### src/rtl/tx_byte_queue.sv
// -----------------------------------------------------------------------------
// tx_byte_queue
//
// Transmit-side byte queue sitting between a byte producer and uart_tx.
// Bytes arrive with a one-cycle strobe and are held in a power-of-two FIFO.
// They leave one frame at a time. The queue paces itself on the
// uart_tx o_TX_Active / o_TX_Done handshake.
//
// Optional feature, selected at compile time with the macro TXQ_CRLF_EN:
//   When defined, every LF (0x0A) at the head is preceded on the line by a CR
//   (0x0D). The CR is inserted without consuming a queue entry.
//   When undefined, bytes pass through unchanged and no CR logic is built.
//
// Parameters
//   DEPTH        FIFO entries, power of two, >= 2
//   AW           pointer width, $clog2(DEPTH); count width is AW+1
//
// Ports
//   clk          system clock
//   rst          synchronous active-high reset
//   i_byte       byte to enqueue
//   i_byte_v     one-cycle enqueue strobe
//   o_full       queue holds DEPTH entries
//   o_empty      queue holds no entries
//   o_count      number of entries held
//   o_overflow   sticky: a strobe arrived while full and was dropped
//   o_byte       byte presented to uart_tx i_TX_Byte (stable between frames)
//   o_byte_v     one-cycle start pulse to uart_tx i_TX_DV
//   i_tx_active  uart_tx o_TX_Active
//   i_tx_done    uart_tx o_TX_Done (may be held high for several cycles)
// -----------------------------------------------------------------------------
module tx_byte_queue #(
  parameter int DEPTH = 16,
  parameter int AW    = $clog2(DEPTH)
) (
  input  logic          clk,
  input  logic          rst,
  input  logic [7:0]    i_byte,
  input  logic          i_byte_v,
  output logic          o_full,
  output logic          o_empty,
  output logic [AW:0]   o_count,
  output logic          o_overflow,
  output logic [7:0]    o_byte,
  output logic          o_byte_v,
  input  logic          i_tx_active,
  input  logic          i_tx_done
);

  localparam logic [AW:0]   FULL_CNT  = (AW+1)'(DEPTH);
  localparam logic [AW:0]   CNT_ONE   = (AW+1)'(1);
  localparam logic [AW-1:0] PTR_ONE   = AW'(1);
`ifdef TXQ_CRLF_EN
  localparam logic [7:0]    ASCII_LF  = 8'h0A;
  localparam logic [7:0]    ASCII_CR  = 8'h0D;
`endif

  typedef enum logic [1:0] {
    ST_IDLE      = 2'd0,
    ST_SEND      = 2'd1,
    ST_WAIT_DONE = 2'd2,
    ST_GAP       = 2'd3
  } state_t;

  // ---------------------------------------------------------------------------
  // Storage and state
  // ---------------------------------------------------------------------------
  logic [7:0]    mem_q [DEPTH];

  state_t        state_q,    state_d;
  logic [AW-1:0] wr_ptr_q,   wr_ptr_d;
  logic [AW-1:0] rd_ptr_q,   rd_ptr_d;
  logic [AW:0]   count_q,    count_d;
  logic          overflow_q, overflow_d;
  logic [7:0]    byte_q,     byte_d;
`ifdef TXQ_CRLF_EN
  logic          cr_flag_q,  cr_flag_d;
`endif

  logic          full_q;
  logic          empty_q;
  logic          push;
  logic          pop;
  logic          link_quiet;
  logic [7:0]    head_byte;

  // Full/empty are decoded from the registered count, so a push in the same
  // cycle as a pop from a full queue is still judged against "full".
  assign full_q     = (count_q == FULL_CNT);
  assign empty_q    = (count_q == '0);
  assign push       = i_byte_v && !full_q;
  assign link_quiet = !i_tx_active && !i_tx_done;
  assign head_byte  = mem_q[rd_ptr_q];

  // ---------------------------------------------------------------------------
  // FIFO write port. The array carries no reset; only the pointers do.
  // ---------------------------------------------------------------------------
  always_ff @(posedge clk) begin
    if (!rst && push) begin
      mem_q[wr_ptr_q] <= i_byte;
    end
  end

  // ---------------------------------------------------------------------------
  // Frame FSM: next state, frame byte selection, pop request
  // ---------------------------------------------------------------------------
  always_comb begin
    state_d = state_q;
    byte_d  = byte_q;
    pop     = 1'b0;
`ifdef TXQ_CRLF_EN
    cr_flag_d = cr_flag_q;
`endif

    case (state_q)
      ST_IDLE: begin
        // Only start a frame when uart_tx is fully idle. This also covers a
        // frame left running inside uart_tx across our own reset.
        if (!empty_q && link_quiet) begin
          state_d = ST_SEND;
`ifdef TXQ_CRLF_EN
          if ((head_byte == ASCII_LF) && !cr_flag_q) begin
            // Send a CR first and leave the LF at the head. The flag makes
            // the next start send the LF itself.
            byte_d    = ASCII_CR;
            cr_flag_d = 1'b1;
          end else begin
            byte_d    = head_byte;
            pop       = 1'b1;
            cr_flag_d = 1'b0;
          end
`else
          byte_d = head_byte;
          pop    = 1'b1;
`endif
        end
      end

      ST_SEND: begin
        state_d = ST_WAIT_DONE;
      end

      ST_WAIT_DONE: begin
        if (i_tx_done) begin
          state_d = ST_GAP;
        end
      end

      ST_GAP: begin
        // Done may be held for more than one cycle. Wait for it to drop so a
        // long done pulse cannot launch a second frame.
        if (link_quiet) begin
          state_d = ST_IDLE;
        end
      end

      default: begin
        state_d = ST_IDLE;
      end
    endcase
  end

  // ---------------------------------------------------------------------------
  // Pointer, count and overflow next-state
  // ---------------------------------------------------------------------------
  always_comb begin
    wr_ptr_d   = wr_ptr_q;
    rd_ptr_d   = rd_ptr_q;
    count_d    = count_q;
    overflow_d = overflow_q;

    // DEPTH is a power of two, so natural AW-bit wrap gives modulo DEPTH.
    if (push) begin
      wr_ptr_d = wr_ptr_q + PTR_ONE;
    end
    if (pop) begin
      rd_ptr_d = rd_ptr_q + PTR_ONE;
    end

    case ({push, pop})
      2'b10:   count_d = count_q + CNT_ONE;
      2'b01:   count_d = count_q - CNT_ONE;
      default: count_d = count_q;
    endcase

    if (i_byte_v && full_q) begin
      overflow_d = 1'b1;
    end
  end

  // ---------------------------------------------------------------------------
  // State registers
  // ---------------------------------------------------------------------------
  always_ff @(posedge clk) begin
    if (rst) begin
      state_q    <= ST_IDLE;
      wr_ptr_q   <= '0;
      rd_ptr_q   <= '0;
      count_q    <= '0;
      overflow_q <= 1'b0;
      byte_q     <= 8'h00;
    end else begin
      state_q    <= state_d;
      wr_ptr_q   <= wr_ptr_d;
      rd_ptr_q   <= rd_ptr_d;
      count_q    <= count_d;
      overflow_q <= overflow_d;
      byte_q     <= byte_d;
    end
  end

`ifdef TXQ_CRLF_EN
  always_ff @(posedge clk) begin
    if (rst) begin
      cr_flag_q <= 1'b0;
    end else begin
      cr_flag_q <= cr_flag_d;
    end
  end
`endif

  // ---------------------------------------------------------------------------
  // Outputs
  // ---------------------------------------------------------------------------
  assign o_full     = full_q;
  assign o_empty    = empty_q;
  assign o_count    = count_q;
  assign o_overflow = overflow_q;
  assign o_byte     = byte_q;
  assign o_byte_v   = (state_q == ST_SEND);

endmodule

### config.mk
export PLATFORM = sky130hd
export DESIGN_NAME = tx_byte_queue
export DESIGN_NICKNAME = d
export VERILOG_FILES = /design/src/rtl/tx_byte_queue.sv
export SDC_FILE = /design/constraint.sdc
export NUM_CORES = 1
export LEC_CHECK = 0
export ABC_AREA = 1
export BUFFER_PORTS_ARGS = -buffer_cell sky130_fd_sc_hd__buf_2
export CAP_MARGIN = 40
export CELL_PAD_IN_SITES_DETAIL_PLACEMENT = 1
export CELL_PAD_IN_SITES_GLOBAL_PLACEMENT = 1
export CORE_ASPECT_RATIO = 1.1
export CORE_MARGIN = 3
export CORE_UTILIZATION = 40
export CTS_CLUSTER_DIAMETER = 120
export DETAILED_ROUTE_END_ITERATION = 8
export GPL_TIMING_DRIVEN = 0
export PLACE_DENSITY_LB_ADDON = 0.1
export SYNTH_ARGS = -nofsm -noshare
export SYNTH_HDL_FRONTEND = slang
export SYNTH_SLANG_ARGS = --single-unit
### constraint.sdc
create_clock -name clk -period 2.8 [get_ports clk]
set_clock_uncertainty 0.15 [all_clocks]
set_input_delay 0.42 -clock clk [delete_from_list [all_inputs] [get_ports clk]]
set_output_delay 0.42 -clock clk [all_outputs]
set_load 0.03 [all_outputs]
* Word level (Yosys, flattened, before mapping) *
Memory sizes are Yosys's and may differ from the RTL's. A register that Yosys moved wholly into a read port is not among the register bits.
Index checks and enable logic that the tools add are counted.

cells by class
  $add $sub $neg = 4
  eq/ne operators = 9
  multiplexer cells = 9
  reduce and logical (&&, ||, !) cells = 15

operator list
  cell                                                                 number
  5-bit one-hot mux with 2 select lines                                1
  4-bit by 1-bit adder with 4-bit output (second input constant)       2
  2-bit one-hot mux with 4 select lines                                1
  2-bit == test (second input constant)                                3
  2-bit two-way mux                                                    3
  2-bit != test (second input constant)                                3
  5-bit by 1-bit adder with 5-bit output (second input constant)       1
  5-bit == test (second input constant)                                1
  1-bit logical AND                                                    5
  1-bit logical NOT                                                    5
  5-bit logical NOT                                                    1
  5-bit by 1-bit subtractor with 5-bit output (second input constant)  1
  2-bit by 1-bit == test with 1-bit output (second input constant)     2
  1-bit two-way mux                                                    4
  3-bit AND reduction                                                  1
  2-bit logical NOT                                                    1
  2-bit AND reduction                                                  1
  2-bit nonzero test                                                   1

word-level totals
  bits in registers = 16
  memory bits (writable) = 128
  memories kept = 1

memory list
  name   words  width  read ports  clocked after memory_dff  write ports  line  RTL
  mem_q  16     8      1           1                         1            68    logic [7:0] mem_q [DEPTH];

* Depth between registers and ports, before layout *
Gate-level depths: netlist of run 1.

  word-level depth = 7
  gate-level depth with buffers = 16
  depth with buffers taken out = 15

* Worst setup path after synthesis of run 1 *
Ideal clock, no wire load.

  path type = register -> register
  start point = reg count_q[1] (netlist: o_count[1])
  end point = reg count_q[4] (netlist: o_count[4])
  library setup time = 0.070 ns
  arrival = 2.371 ns
  setup slack = 0.209 ns
  stages on the path, launching flop included = 16
  cell sequence = dfxtp_1 > inv_1 > nand4_2 > nand2_2 > nor2_8 > buf_6 > ha_1 > inv_1 > fa_1 > inv_1 > nand2_1 > a21boi_0 > o21bai_1 > nand2_1 > nand2_1 > a21oi_1

on the way
  cells in the longest elaborated chain, start to end = 7
  elaborated cells between the ends (all ways) = 14
  classes of those cells = add/sub (2); eq/ne (3); mux (3); reduce/logical (6)

RTL lines
  item                                                                         line  RTL
  from (decl)                                                                  73    logic [AW:0] count_q, count_d;
  from (signal assigned)                                                       206   count_q <= count_d;
  5-bit logical NOT *                                                          90    assign empty_q = (count_q == '0);
  1-bit logical NOT *                                                          119   if (!empty_q && link_quiet) begin
  1-bit logical AND *                                                          119
  1-bit two-way mux *                                                          119
  1-bit two-way mux *                                                          115   case (state_q)
  via pop                                                                      83    logic pop;
  2-bit by 1-bit == test with 1-bit output or 2-bit == test (tied branches)    180   case ({push, pop})
  5-bit one-hot mux with 2 select lines or 2-bit nonzero test (tied branches)  -

Mark *: on every way through the listed nets, which the timed path passes. The rest lies on a longest branch.
A chain may end at the register's enable or synchronous reset.

* Worst setup path in the final report of run 1 *
Ends and elaborated chain as after synthesis.

==> flow_summary.yaml, run 1 <==
run_status:
  outcome: "finished, final reports clean"
sta:
  finalCriticalPeriod_ps: 2510
  max_freq_mhz: 399
  rsz0062_at_grt: "no"
  slew_headroom: 0.416
  tightest_slew_ps: 873
  finalHoldViolCount: 0
  setup-violations-final: 0
  min_period_over_period: 0.895
  slew_violations: 0
  fin_tns_setup_ps: 0
floorplanning:
  fp.dieW_um: 130
  std_cell_rows: 49
  die_height_um: 143
  pin_count: 30
  start_util: 0.412
  dieArea_um2: 18600
  fp.coreArea_um2: 16500
critical_path:
  max_stage_delay_ps: 400
  path_max_fanout: 10
  worst_setup_path_start_kind: "flip-flop"
  cp_cell_sequence: "inv_1 > nand4_2 > nand2_2 > nor2_8 > buf_6 > ha_4 > inv_1 > fa_1 > inv_1 > nand2_1 > a21boi_0 > o21bai_1 > nand2_1 > nand2_1 > a21oi_1"
  criticalPathCategory: "flip-flop to flip-flop"
  cp_num_buf_inv: 4
  worstPathRequired_ps: 3010
  cp_data_arrival_time_ps: 2710
  critPathSlowestCell: "fa_1"
  cpLargestDelayFamily: "adder cells"
  critPathCaptureType: "flip-flop"
cells_and_area:
  multi_input_area_um2: 1940
  drive_gt1_frac: 0.131
  final_cell_mix: "nand2_1, edfxtp_1, nand3_1"
  layout.cells.non_filler: 954
  post-route-util: 0.474
  stdcell_area_um2: 7830
  nNetsFinal: 765
  syn_to_final_growth_pct: 15.2
  mostFrequentLayoutCell: "nand2_1"
  nFillCells: 1891
  antenna_cells: 0
  seqCellArea_um2: 4320
clocking:
  cts_sinks: 152
  cts_tree: "yes"
  cts_buffer_depth: 2
  htree_levels: 4
  path_clk_slew_ps: 60
  cts_buffers: 17
  hold_buffers: 0
  clk_latency_ps: 420
  cts_root_buffer: "clkbuf_16"
pwr:
  p_int_mw: 4.36
  clkPwrFrac: 0.373
  power_density_nw_per_um2: 798
  total_power_mw: 6.24
  combPwrFrac: 0.211
  p_seq_frac: 0.416
  power.leakage_nw: 3.38
  irDropWorstVdd_mv: 0.479
  switching_power_mw: 1.88
  switching_share: 0.302
flow_run:
  maxCapViolations: 0
synthesis:
  ys_seq_area_frac: 0.637
  synth_cell_type_count: 27
  ys_ff_latch: 152
  synth_area_leaders: "edfxtp_1, nand2_1, nand3_1, dfxtp_1, inv_1"
  ys.flop_type: "edfxtp_1"
  synth-edff-count: 128
  async_flop_share: 0
  postSynthCellCount: 686
  ys_warn_count: 0
  syn_nets: 714
  syn_avg_cell_area_um2: 9.90
  yosys.area.top_type_share: 0.566
  synth_area_um2: 6790
  yosysTopAreaCell: "edfxtp_1"
place:
  dp_hpwl_um: 13100
  dpl-instance-area_um2: 7200
  numPortBuffers: 28
  gp_congestion: 0.890
  dp_cells: 920
global_routing:
  grt_usage: 0.215
  grt_max_degree: 17
  grt_pass1_vias: 5034
  overflow: 0
  antenna_found_initial: 0
  grt_pass1_wl_um: 28700
drt:
  dr.pass1.iters: 4
  post-route-drc-count: 0
  vias: 4849
  via_per_inst: 5.08
  wirelength_um: 18800
  postRouteAntennaNets: 0
  first_iter_violations: 280
  avgRoutedWirePerCell_um: 19.7
min_path:
  hold_path.class: "primary input to flip-flop"
-- final timing paths --
| check | slack [ps] | startpoint | end | cells after the start |
|---|---|---|---|---|
| worst max-delay path | 290 | o_count[1]$_SDFFE_PP0P_ | o_count[4]$_SDFFE_PP0P_ | 15 |
| worst min-delay path | 110 | i_byte_v | o_overflow$_SDFFE_PP0P_ | 3 |
| worst max register to register | 290 | o_count[1]$_SDFFE_PP0P_ | o_count[4]$_SDFFE_PP0P_ | 15 |
| worst min register to register | 320 | o_overflow$_SDFFE_PP0P_ | o_overflow$_SDFFE_PP0P_ | 2 |
-- per-stage QoR --
step	worst slack, ps	hold WS (ps)
6_report	293	112
4_1_cts	29.9	89.7
5_1_grt	48.0	128
2_1_floorplan	209	322
3_3_place_gp	24.6	294
3_5_place_dp	-61.2	306
-- what timing repair did --
action / 4_1_cts / 5_1_grt
endpoints found under the setup margin: 0 / 2
setup buffers: 0 / 1
resized for setup: 0 / 2
-- routing by layer --
layer  share of wire  global-route usage  routed length [um]  vias to the layer above
li1                -                   -                   -                     2333
met1            0.43               0.263                8010                     2398
met2            0.51               0.374                9580                       89
met3           0.035              0.0378                 661                       29
met4           0.027              0.0842                 503                        0
met5               0                   0                   0                        -
-- cell usage after synthesis, types with 2 or more instances --
cell type	count
a21oi_1	14
buf_2	17
buf_4	7
buf_6	2
clkbuf_1	2
clkinv_1	3
dfxtp_1	24
edfxtp_1	128
ha_1	14
inv_1	94
inv_2	2
nand2_1	223
nand2_2	3
nand3_1	99
nor2_1	24
o21a_1	8
o21ai_0	9
xor2_1	4
-- cells by family after synthesis --
kind of cell	share of synthesized area
AO/OA/AOI/OAI	0.0280
flip-flops	0.637
adder cells (fa/ha/maj)	0.0287
buffers and inverters	0.0794
AND/OR/NAND/NOR	0.221
XOR/XNOR	0.00645
-- layout make-up --
| cell class | count | area share |
|---|---|---|
| clock buffer | 19 | 0.0566 |
| multi-input combinational | 407 | 0.248 |
| clock inverter | 13 | 0.0195 |
| sequential | 152 | 0.553 |
| inverter | 99 | 0.0475 |
| timing repair buffer | 32 | 0.0217 |
| tap | 204 | 0.0326 |
| buffer | 28 | 0.0214 |
-- registers in the layout, indices dropped and copies added (netlist names) --
register / flops
mem_q: 128
o_byte: 8
o_count: 5
rd_ptr_q: 4
wr_ptr_q: 4
state_q: 2
o_overflow: 1
-- power by group through the flow --
stage	clock (mW)	sequential, mW	combinational (mW)
floorplan	0	2.73	0.791
global placement	0	2.64	1.28
detailed placement	0	2.64	1.31
CTS	2.36	2.60	1.32
global route	2.46	2.61	1.48
finish	2.33	2.59	1.32
-- worst min-delay path: stages --
cell and delay (ps):
buf_2 100, a21oi_1 60, nor2_1 70
Power figures use the tool's default switching activity.
==> run 2: changes to the inputs <==
Settings changed: CORE_UTILIZATION 40 to 48.
==> run 2 against run 1 <==
Cell count fell by 2.4%. Global-route usage rose by 4.6 points. Sequential cell count stayed put. Largest cell class unchanged.
==> flow_summary.yaml, run 2 (same netlist as run 1, synthesis figures left out) <==
run_status:
  outcome: "finished, final reports clean"
pwr:
  power.leakage_nw: 3.37
  p_seq_frac: 0.407
  switching_share: 0.295
  clkPwrFrac: 0.385
  p_int_mw: 4.51
  switching_power_mw: 1.89
  combPwrFrac: 0.208
  power_density_nw_per_um2: 820
  irDropWorstVdd_mv: 0.485
drt:
  postRouteAntennaNets: 0
  first_iter_violations: 320
  wirelength_um: 19100
  dr.pass1.iters: 4
  post-route-drc-count: 0
  avgRoutedWirePerCell_um: 20.5
  vias: 4984
  via_per_inst: 5.35
sta:
  slew_violations: 0
  tightest_slew_ps: 913
  max_freq_mhz: 389
  fin_tns_setup_ps: 0
  hold_ws_ps: 106
  finalHoldViolCount: 0
  setup-violations-final: 0
  finalCriticalPeriod_ps: 2570
  rsz0062_at_grt: "no"
  min_period_over_period: 0.918
  slew_headroom: 0.389
clocking:
  cts_buffers: 17
  cts_buffer_depth: 2
  cts_sinks: 152
  htree_levels: 4
  clk_latency_ps: 430
  hold_buffers: 0
  cts_tree: "yes"
  cts_root_buffer: "clkbuf_16"
  path_clk_slew_ps: 60
cells_and_area:
  antenna_cells: 0
  largest-register: "mem_q"
  largest_reg_flops: 128
  final_cell_mix: "nand2_1, edfxtp_1, nand3_1"
  drive_gt1_frac: 0.124
  post-route-util: 0.576
  mostFrequentLayoutCell: "nand2_1"
  syn_to_final_growth_pct: 14.9
  stdcell_area_um2: 7810
  nFillCells: 1541
  nNetsFinal: 762
floorplanning:
  pin_count: 30
  fp.coreArea_um2: 13500
  std_cell_rows: 44
  dieArea_um2: 15600
  die_height_um: 131
  start_util: 0.501
  fp.dieW_um: 119
critical_path:
  worstPathRequired_ps: 3010
  rrSetupSlack_ps: 230
  reg2reg_depth: 15
  worst_setup_path_start_kind: "flip-flop"
  cp_data_arrival_time_ps: 2780
  rr_startpoint: "o_count[1]$_SDFFE_PP0P_"
  criticalPathCategory: "flip-flop to flip-flop"
  critPathCaptureType: "flip-flop"
  r2r_end: "o_count[4]$_SDFFE_PP0P_"
  path_max_fanout: 10
place:
  numPortBuffers: 28
  dpl-instance-area_um2: 7160
  gp_congestion: 0.900
  dp_hpwl_um: 13200
flow_run:
  maxCapViolations: 0
min_path:
  hp-start: "i_byte_v"
  min_path_cells: 3
  hold_path.class: "primary input to flip-flop"
  min_to: "o_overflow$_SDFFE_PP0P_"
global_routing:
  grt_pass1_wl_um: 29500
  grt_usage: 0.260
  grt_max_degree: 17
  antenna_found_initial: 0
  overflow: 0
  grt_pass1_vias: 5289
==> run 2: cell types whose count changed in the layout (fill, tap and decap cells not counted), moves of 2 or more <==
| cell | previous run | this run |
|---|---|---|
| buf_4 | 11 | 8 |
| bufinv_16 | 3 | 5 |
| clkbuf_1 | 3 | 5 |
| clkinv_2 | 5 | 1 |
==> run 2: power by group through the flow <==
stage               combinational, mW  sequential [mW]  clock (mW)
floorplan                       0.791             2.73           0
global placement                 1.26             2.64           0
detailed placement               1.32             2.65           0
CTS                              1.34             2.60        2.49
global route                     1.48             2.61        2.58
finish                           1.33             2.60        2.46
==> run 2: per-layer routing <==
layer | wire, um | GRT usage | part of all wire | vias to the layer above
met1 | 7670 | 0.309 | 0.40 | 2446
met5 | 0 | 0 | 0 | -
met4 | 886 | 0.149 | 0.046 | 0
met3 | 982 | 0.0435 | 0.051 | 52
met2 | 9560 | 0.454 | 0.50 | 163
li1 | - | - | - | 2323
==> run 2: metrics by stage <==
| stage | cells | total power, mW | setup WS, ps |
|---|---|---|---|
| 2_1_floorplan | 686 | 3.52 | 209 |
| 3_3_place_gp | 898 | 3.90 | -7.90 |
| 3_5_place_dp | 898 | 3.97 | -69.4 |
| 4_1_cts | 930 | 6.42 | 15.2 |
| 5_1_grt | 931 | 6.67 | 7.48 |
| 6_report | 931 | 6.40 | 230 |
==> run 2: worst max-delay path, cell delays in order, from the launching register on <==
cell and delay, ps:
dfxtp_2 370, inv_1 100, nand4_2 140, nand2_2 110, nor2_8 130, buf_6 160
ha_2 250, inv_1 70, fa_1 410, inv_1 80, nand2_1 70, a21boi_0 170
o21bai_1 80, nand2_1 60, nand2_1 50, a21oi_1 110
==> run 2: layout make-up <==
class | instances | area [um^2] | area share
Sequential cell | 152 | 4330 | 0.554
Multi-Input combinational cell | 407 | 1930 | 0.247
Clock buffer | 20 | 437 | 0.0559
Inverter | 99 | 372 | 0.0476
Tap cell | 184 | 230 | 0.0295
Clock inverter | 12 | 196 | 0.0252
Buffer | 28 | 168 | 0.0215
Timing Repair Buffer | 29 | 148 | 0.0189
==> run 2: worst max path at each step <==
stage               slack (ps)  cells after the start                    start                 endpoint
finish                     230                     15  o_count[1]$_SDFFE_PP0P_  o_count[4]$_SDFFE_PP0P_
global route                 7                     15  o_count[4]$_SDFFE_PP0P_  o_count[4]$_SDFFE_PP0P_
CTS                         20                     15  o_count[1]$_SDFFE_PP0P_  o_count[4]$_SDFFE_PP0P_
detailed placement         -70                     15                i_tx_done  o_count[4]$_SDFFE_PP0P_
global placement            -8                     15                i_tx_done  o_count[4]$_SDFFE_PP0P_
floorplan                  210                     15  o_count[1]$_SDFFE_PP0P_  o_count[4]$_SDFFE_PP0P_
==> run 2: repair_timing <==
item                                    in CTS  in global routing
setup buffers                                0                  1
gates resized for setup                      0                  2
endpoints found under the setup margin       0                  2
